**config.mk**
```make
export PLATFORM = sky130hd
export DESIGN_NAME = fetch_sequencer
export DESIGN_NICKNAME = d
export VERILOG_FILES = /design/src/rtl/fetch_pkg.sv /design/src/rtl/fetch_fsm.sv /design/src/rtl/fetch_sequencer.sv
export SDC_FILE = /design/constraint.sdc
export NUM_CORES = 1
export LEC_CHECK = 0
export BUFFER_PORTS_ARGS = -buffer_cell sky130_fd_sc_hd__buf_2
export CAP_MARGIN = 20
export CELL_PAD_IN_SITES_DETAIL_PLACEMENT = 0
export CELL_PAD_IN_SITES_GLOBAL_PLACEMENT = 2
export CORE_MARGIN = 8
export CORE_UTILIZATION = 30
export CTS_CLUSTER_DIAMETER = 100
export DETAILED_ROUTE_END_ITERATION = 10
export PLACE_DENSITY = 0.84
export SYNTH_ARGS = -nofsm -noshare
export SYNTH_HDL_FRONTEND = slang
export SYNTH_SLANG_ARGS = --single-unit
```
**constraint.sdc**
```tcl
create_clock -name clk -period 4 [get_ports clk]
set_input_delay 0 -clock clk [delete_from_list [all_inputs] [get_ports clk]]
set_output_delay 0 -clock clk [all_outputs]
set_load 0.005 [all_outputs]
```
**src/rtl/fetch_pkg.sv**
```systemverilog
// Shared types and constants for the instruction fetch sequencer.
package fetch_pkg;

  localparam int unsigned XLEN        = 32;
  localparam int unsigned STATE_W     = 3;
  localparam int unsigned INSTR_BYTES = 4;

  localparam logic [XLEN-1:0] RESET_PC_DEFAULT = 32'h0000_0000;

  typedef enum logic [STATE_W-1:0] {
    ST_IDLE = 3'd0,
    ST_REQ  = 3'd1,
    ST_HOLD = 3'd2,
    ST_DROP = 3'd3,
    ST_HALT = 3'd4
  } state_e;

  function automatic logic is_misaligned(input logic [XLEN-1:0] addr);
    return addr[1:0] != 2'b00;
  endfunction

endpackage

```
**src/rtl/fetch_fsm.sv**
```systemverilog
// Fetch control FSM: state register, next-state logic and request/valid decode.
module fetch_fsm
  import fetch_pkg::*;
(
  input  logic   clk,
  input  logic   rst,
  input  logic   stall_i,
  input  logic   imem_ack_i,
  input  logic   redirect_valid_i,
  input  logic   redirect_misaligned_i,
  input  logic   misaligned_sticky_i,
  input  logic   inst_ready_i,
  output state_e state_o,
  output logic   imem_req_o,
  output logic   inst_valid_o
);

  state_e state_q, state_d;
  logic   bad_redirect_c;

  assign bad_redirect_c = redirect_valid_i && redirect_misaligned_i;
  assign state_o        = state_q;

  always_ff @(posedge clk or posedge rst) begin
    if (rst) state_q <= ST_IDLE;
    else     state_q <= state_d;
  end

  // Redirect outranks ack, ready and stall in every state.
  always_comb begin
    state_d = state_q;
    unique case (state_q)
      ST_IDLE: begin
        if (bad_redirect_c)  state_d = ST_HALT;
        else if (!stall_i)   state_d = ST_REQ;
      end
      ST_REQ: begin
        if (redirect_valid_i) begin
          if (bad_redirect_c)  state_d = ST_HALT;
          else if (imem_ack_i) state_d = ST_IDLE;
          else                 state_d = ST_DROP;
        end else if (imem_ack_i) begin
          state_d = ST_HOLD;
        end
      end
      ST_HOLD: begin
        if (redirect_valid_i)  state_d = bad_redirect_c ? ST_HALT : ST_IDLE;
        else if (inst_ready_i) state_d = stall_i ? ST_IDLE : ST_REQ;
      end
      ST_DROP: begin
        // A misaligned target seen while draining halts only once the bus is free.
        if (imem_ack_i) state_d = (misaligned_sticky_i || bad_redirect_c) ? ST_HALT : ST_IDLE;
      end
      ST_HALT: state_d = ST_HALT;
      default: state_d = ST_IDLE;
    endcase
  end

  always_comb begin
    imem_req_o   = 1'b0;
    inst_valid_o = 1'b0;
    unique case (state_q)
      ST_REQ, ST_DROP: imem_req_o   = 1'b1;
      ST_HOLD:         inst_valid_o = 1'b1;
      default: ;
    endcase
  end

endmodule

```
**src/rtl/fetch_sequencer.sv**
```systemverilog
// Instruction fetch sequencer: PC, request address and held-instruction datapath.
module fetch_sequencer
  import fetch_pkg::*;
#(
  parameter logic [XLEN-1:0] RESET_PC = RESET_PC_DEFAULT
) (
  input  logic            clk,
  input  logic            rst,
  output logic            imem_req,
  output logic [XLEN-1:0] imem_addr,
  input  logic            imem_ack,
  input  logic [XLEN-1:0] imem_rdata,
  input  logic            redirect_valid,
  input  logic [XLEN-1:0] redirect_pc,
  input  logic            stall,
  output logic            inst_valid,
  input  logic            inst_ready,
  output logic [XLEN-1:0] inst_data,
  output logic [XLEN-1:0] inst_pc,
  output logic            misaligned
);

  state_e          state;
  logic [XLEN-1:0] pc_q, pc_d;
  logic [XLEN-1:0] addr_q, addr_d;
  logic [XLEN-1:0] data_q, data_d;
  logic [XLEN-1:0] ipc_q, ipc_d;
  logic            mis_q, mis_d;
  logic            redirect_act_c;

  fetch_fsm u_fsm (
    .clk                   (clk),
    .rst                   (rst),
    .stall_i               (stall),
    .imem_ack_i            (imem_ack),
    .redirect_valid_i      (redirect_valid),
    .redirect_misaligned_i (is_misaligned(redirect_pc)),
    .misaligned_sticky_i   (mis_q),
    .inst_ready_i          (inst_ready),
    .state_o               (state),
    .imem_req_o            (imem_req),
    .inst_valid_o          (inst_valid)
  );

  assign redirect_act_c = redirect_valid && (state != ST_HALT);

  always_comb begin
    pc_d   = pc_q;
    addr_d = addr_q;
    data_d = data_q;
    ipc_d  = ipc_q;
    mis_d  = mis_q;
    if (redirect_act_c) begin
      pc_d = redirect_pc;
      if (is_misaligned(redirect_pc)) mis_d = 1'b1;
    end else if (state == ST_REQ && imem_ack) begin
      pc_d   = pc_q + XLEN'(INSTR_BYTES);
      data_d = imem_rdata;
      ipc_d  = pc_q;
    end
    // The bus address is frozen while a request is outstanding, even across a redirect.
    if (state != ST_REQ && state != ST_DROP) addr_d = pc_d;
  end

  always_ff @(posedge clk or posedge rst) begin
    if (rst) begin
      pc_q   <= RESET_PC;
      addr_q <= RESET_PC;
      data_q <= '0;
      ipc_q  <= '0;
      mis_q  <= 1'b0;
    end else begin
      pc_q   <= pc_d;
      addr_q <= addr_d;
      data_q <= data_d;
      ipc_q  <= ipc_d;
      mis_q  <= mis_d;
    end
  end

  assign imem_addr  = addr_q;
  assign inst_data  = data_q;
  assign inst_pc    = ipc_q;
  assign misaligned = mis_q;

endmodule

```
# ---- Word-level counts from Yosys, hierarchy flattened
# Cells that the tools add are included.
dict set report word_totals {
  mem_bits_rw 0
  memories 0
  wordCells 47
  regBits 132
  romBits 0
  output_inout_bits 99
  latchBits 0
}
dict set report classes {
  multipliers 0
  magnitude_cmp 0
  div 0
  n_bitwise 1
  n_mux 17
  shifts 0
  n_addsub 1
  n_eq_ne 11
  reduce_logical 11
}
# op n
set op_table {}
lappend op_table {{$mux 32} 2}
lappend op_table {{$add 32x3->32 const B} 1}
lappend op_table {{$mux 3} 10}
lappend op_table {{$pmux 3 s5} 1}
lappend op_table {{$ne 3x3->1 const B} 3}
lappend op_table {{$eq 3x2->1 const B} 2}
lappend op_table {{$ne 3x2->1 const B} 2}
lappend op_table {{$logic_and 1x1->1} 4}
lappend op_table {{$reduce_and 2->1} 2}
lappend op_table {{$reduce_and 4->1} 1}
lappend op_table {{$eq 3x1->1 const B} 1}
lappend op_table {{$eq 3x3->1 const B} 1}
lappend op_table {{$logic_not 3->1} 1}
lappend op_table {{$mux 1} 3}
lappend op_table {{$ne 3x1->1 const B} 1}
lappend op_table {{$mux 2} 1}
lappend op_table {{$ne 2x2->1 const B} 1}
lappend op_table {{$reduce_bool 2->1} 1}
lappend op_table {{$reduce_or 2->1} 1}
lappend op_table {{$logic_or 1x1->1} 1}
lappend op_table {{$not 1->1} 1}

# ---- Longest topological paths before layout
dict set report logic_depth {
  word_depth 6
  mapped_depth 8
  depth_no_buf 6
}

# ---- Hierarchy
# Synthesis repeated with hierarchy kept, for this count alone.
dict set report hier_totals {
  cells_unflattened 502
  area_unflattened_um2 5861.9
}
# module seq_area_each_um2 cells_per_inst area_each_um2 instances
set modules_own_cells {}
lappend modules_own_cells {fetch_sequencer 3228.1 470 5586.6 1}
lappend modules_own_cells {fetch_fsm 75.1 32 275.3 1}

# ---- Worst setup path after synthesis
# OpenSTA, ideal clock, no wires.
dict set report synth_timing {
  path_kind {register to register}
  start {register u_fsm.state_q[0], in the netlist u_fsm.state_o[0]}
  end {register data_q[27], in the netlist inst_data[27]}
  setup_ps 125
  arrival_time_ps 2038
  setup_slack_ps 1837
  stages_incl_launch_ff 8
  required_time_ps 3875
  path_cell_list {dfrtp_1 -> clkbuf_1 -> or3b_2 -> and2_1 -> clkbuf_1 -> nor2_4 -> buf_4 -> mux2_2}
}
dict set report synth_via {
  elab_chain_cells 4
  word_cells_on_any_way 6
  classes_between {eq/ne (2); bitwise (1); reduce/logical (3)}
}
# element line
set synth_lines {}
lappend synth_lines {{from (decl)} fetch_fsm.sv:18} ;# state_e state_q, state_d;
lappend synth_lines {{from (signal assigned)} fetch_fsm.sv:26} ;# else state_q <= state_d;
lappend synth_lines {{$ne 3x3->1} fetch_sequencer.sv:45} ;# assign redirect_act_c = redirect_valid && (state != ST_HALT);
lappend synth_lines {{$logic_and 1x1->1} fetch_sequencer.sv:45}
lappend synth_lines {{$not 1->1 (no source line)} --}
lappend synth_lines {{$reduce_and 2->1 (no source line) *} --}
lappend synth_lines {{to (signal assigned)} fetch_sequencer.sv:75} ;# data_q <= data_d;
lappend synth_lines {{to (decl)} fetch_sequencer.sv:26} ;# logic [XLEN-1:0] data_q, data_d;
# Every way passes the cells marked *; elsewhere a longest branch is shown, timed or not.
# A chain may end at the register's enable or synchronous reset.

# ---- Worst setup path in the final report
dict set report layout_timing {
  start {register u_fsm.state_q[1], in the netlist u_fsm.state_o[1]}
  end {register addr_q[31], in the netlist imem_addr[31]}
}
dict set report layout_via {
  elab_chain_cells 4
  word_cells_on_any_way 9
  classes_between {eq/ne (4); mux (2); reduce/logical (3)}
}
# element line
set layout_lines {}
lappend layout_lines {{$eq 3x1->1} fetch_sequencer.sv:56} ;# end else if (state == ST_REQ && imem_ack) begin
lappend layout_lines {{$logic_and 1x1->1} fetch_sequencer.sv:56}
lappend layout_lines {{$mux 32} fetch_sequencer.sv:56}
lappend layout_lines {{$mux 32} fetch_sequencer.sv:53} ;# if (redirect_act_c) begin
lappend layout_lines {{to (signal assigned)} fetch_sequencer.sv:74} ;# addr_q <= addr_d;
lappend layout_lines {{to (decl)} fetch_sequencer.sv:25} ;# logic [XLEN-1:0] addr_q, addr_d;
# Parallel ways exist; a longest one is shown, timed or not.

==> impl_metrics.tcl <==
set metrics [dict create \
    wire_per_inst_um 17.3 \
    drive_gt1_share_pct 38.9 \
    postSynthCellCount 508 \
    rsz0062_at_grt "false" \
    synthArstFlopShare_pct 100 \
    cp.arrival_ns 2.85 \
    cp-start-kind "register" \
    multi_input_area_um2 2330 \
    finalCritPeriodShare_pct 64.2 \
    cts_tree "done" \
    ys_types 48 \
    drt_iter0_drc 388 \
    fillers 1842 \
    gp_congestion 0.751 \
    finalPower_w 0.00640 \
    syn_area_um2 5800 \
    hold_class "primary input to register" \
    power_frac_clock_pct 26.1 \
    overflow 0 \
    vias 4762 \
    drt_wl_total_um 17600 \
    fp.dieH_um 155 \
    clock.fmax_mhz 390 \
    switching_power_w 0.00229 \
    yosysTopAreaCell "dfrtp_1" \
    period_needed_ns 2.57 \
    p_leak_nw 3.63 \
    start_util_pct 30.2 \
    crit_path_end_kind "register" \
    track_usage_pct 15.0 \
    p_comb_share_pct 34.3 \
    reg2reg_depth 5 \
    max_slew_margin_pct 35.2 \
    tns_ns 0 \
    io-pin-count 169 \
    cp_max_fo 13 \
    ctsHtreeMaxLevel 4 \
    clockRootBuffer "clkbuf_16" \
    r2r-end "imem_addr[31]$_DFFE_PP0P_" \
    synth-seq-cells 132 \
    dp_hpwl_um 12100 \
    synth_top_family_by_area "simple AND/OR/NAND/NOR gates" \
    yosysWarnings 0 \
    first_pass_iters 4 \
    yosysSeqAreaShare_pct 57.0 \
    synth.area.top_cells "dfrtp_1 (57%), mux2_2 (14%), nand3_1 (3.0%)" \
    yosys.area.top_type_share_pct 57.0 \
    ir_worst_vdd_mv 0.345 \
    synth-simple-area-share_pct 14.6 \
    startpoint "u_fsm.state_o[1]$_DFFE_PP0P_" \
    slowest_delay_ns 0.73 \
    drc 0 \
    worst_slew_pin_slew_ns 0.973 \
    synth_fa_ha_area_share_pct 0.216 \
    maxCapViolations 0 \
    insertion_delay_ns 0.43 \
    power.density_nw_per_um2 784 \
    grt_pass1_wl_um 28500 \
    crit_slowest_cell "or4_4" \
    cts-resized-gates 0 \
    switching_share_pct 35.8 \
    fp-row-count 51 \
    power_frac_seq_pct 39.6 \
    synthMuxAreaShare_pct 14.5 \
    cts_hold_buffers 65 \
    slew_viol_final 0 \
    grt_pass1_vias 5240 \
    r2r_slack_ns 1.43 \
    clk_pin_slew_ns 0.06 \
    die_width_um 155 \
    syn_to_final_growth_pct 40.6 \
    status "finished clean" \
    core_um2 19200 \
    rr_startpoint "u_fsm.state_o[1]$_DFFE_PP0P_" \
    cp_cell_sequence "nand4bb_1 > or4_4 > nor3_1 > mux2i_1 > o21ai_0" \
    hold_viol 0 \
    ant_nets 0 \
    grt_max_degree 104 \
    cts.sinks 132 \
    synth_compound_area_share_pct 6.43 \
    intPower_w 0.00411 \
    cts_post_setup_buffers_inserted 0 \
    regArea_um2 3300 \
    critPathKind "register to register" \
    cp-endpoint "imem_addr[31]$_DFFE_PP0P_" \
    synth_edf_count 0 \
    setup_violations 0 \
    ys.flop_type "dfrtp_1" \
    cts_buffers 17 \
    critPathRequiredTime_ns 4.29 \
    dieArea_um2 24000 \
    cts_buffer_depth 2 \
    fin_nets 807 \
    synth-xor-area-share_pct 4.23 \
    synth_fp_nets 579 \
    avgSynthCellArea_um2 11.4 \
    fin_skew_ns 0.0115 \
    num_antenna_cells 0 \
    vias_per_cell 4.70 \
    antenna_found_initial 0 \
    io_buffer_count 168 \
]
-- area by class of cell --
class / count / area share (%)
Timing Repair Buffer: 240 / 18.9
Multi-Input combinational cell: 340 / 28.6
Inverter: 5 / 0.291
Sequential cell: 132 / 40.5
Clock buffer: 17 / 5.22
Tap cell: 265 / 4.07
Clock inverter: 15 / 2.41
-- state kept, by name (all words and copies together) (netlist names) --
register       flops
imem_addr         32
inst_data         32
inst_pc           32
misaligned         1
pc_q              32
u_fsm.state_o      3
-- worst min-delay path by stage --
| stage | end | startpoint | depth (start not counted) |
|---|---|---|---|
| finish | imem_addr[31]$_DFFE_PP0P_ | redirect_valid | 5 |
| global route | u_fsm.state_o[0]$_DFFE_PP0P_ | imem_ack | 4 |
| CTS | imem_addr[31]$_DFFE_PP0P_ | redirect_valid | 5 |
| detailed placement | inst_data[0]$_DFFE_PP0P_ | imem_rdata[0] | 2 |
| global placement | inst_data[0]$_DFFE_PP0P_ | imem_rdata[0] | 2 |
| floorplan | pc_q[7]$_DFF_PP0_ | redirect_pc[7] | 2 |
-- metal layers --
layer / track usage [%] / routed length [µm]
met1: 18.2 / 7570
met2: 24.8 / 8590
met5: 0 / 0
met3: 5.05 / 1200
met4: 4.71 / 230
-- logic make-up after synthesis --
kind of cell | Yosys count
flip-flops | 132
AO/OA/AOI/OAI | 65
buffers and inverters | 36
adder cells (fa/ha/maj) | 1
XOR/XNOR | 28
multiplexers | 75
AND/OR/NAND/NOR | 171
-- critical path, delay by kind of cell, from the launching register on --
kind | cells | cell delay [ns]
and+or+nand+nor | 3 | 1.53
DFF | 1 | 0.50
AOI/OAI and AO/OA | 1 | 0.13
muxes | 1 | 0.28
-- cell usage after synthesis (2+ instances only) --
master    number
mux2i_1        2
mux2_1         2
nand2b_1       3
o21a_1         2
o22ai_1        3
a21oi_2        2
xor2_1        16
buf_1          5
nand4_1        7
and2_1         2
or2_2          2
buf_2          2
mux2_2        71
and3_1        11
a31oi_1        3
or3_1          2
xnor2_1       12
o21ai_0       12
buf_6          2
nand3_1       35
o211ai_1       3
and4_1         3
a21oi_1       31
nand2_1       40
nor3b_1        2
o21ai_1        3
clkbuf_1      16
dfrtp_1      132
buf_4          6
nor4_1         7
nor2_1        44
nor3_1         5
inv_1          5
-- stage by stage --
| stage | setup slack [ns] | instance area [µm²] | std cells | util, % | hold WS (ns) |
|---|---|---|---|---|---|
| after floorplan | 0.474 | 5800 | 508 | - | 0.117 |
| after CTS | 1.41 | 8160 | 1014 | 42.5 | 0.0312 |
| final | 1.43 | 8160 | 1014 | 42.5 | 0.0477 |
| after detailed placement | 1.43 | 6880 | 917 | 35.8 | 0.238 |
| after global routing | 1.22 | 8160 | 1014 | 42.5 | 0.0816 |
| after global placement | 1.55 | 6880 | 917 | 35.8 | 0.232 |
-- cells in the final DEF, fill, tap and decap left out, drive strengths merged, types with 11 or more instances in the layout --
cell type	netlist	layout
o21ai	15	15
nor2	45	45
clkbuf	16	17
inv	5	11
nand3	35	35
a21oi	33	33
xnor2	12	12
nand2	40	40
dlygate4sd3	0	65
dfrtp	132	132
and3	11	11
buf	15	175
xor2	16	16
mux2	73	73
-- power by group through the flow --
stage / registers [W] / logic [W] / clock network (W)
2_1_floorplan: 0.00246 / 0.00127 / 0
3_3_place_gp: 0.00253 / 0.00213 / 0
3_5_place_dp: 0.00256 / 0.00218 / 0
4_1_cts: 0.00254 / 0.00224 / 0.00169
5_1_grt: 0.00263 / 0.00244 / 0.00175
6_report: 0.00253 / 0.00219 / 0.00167
Power figures use the tool's default switching activity.
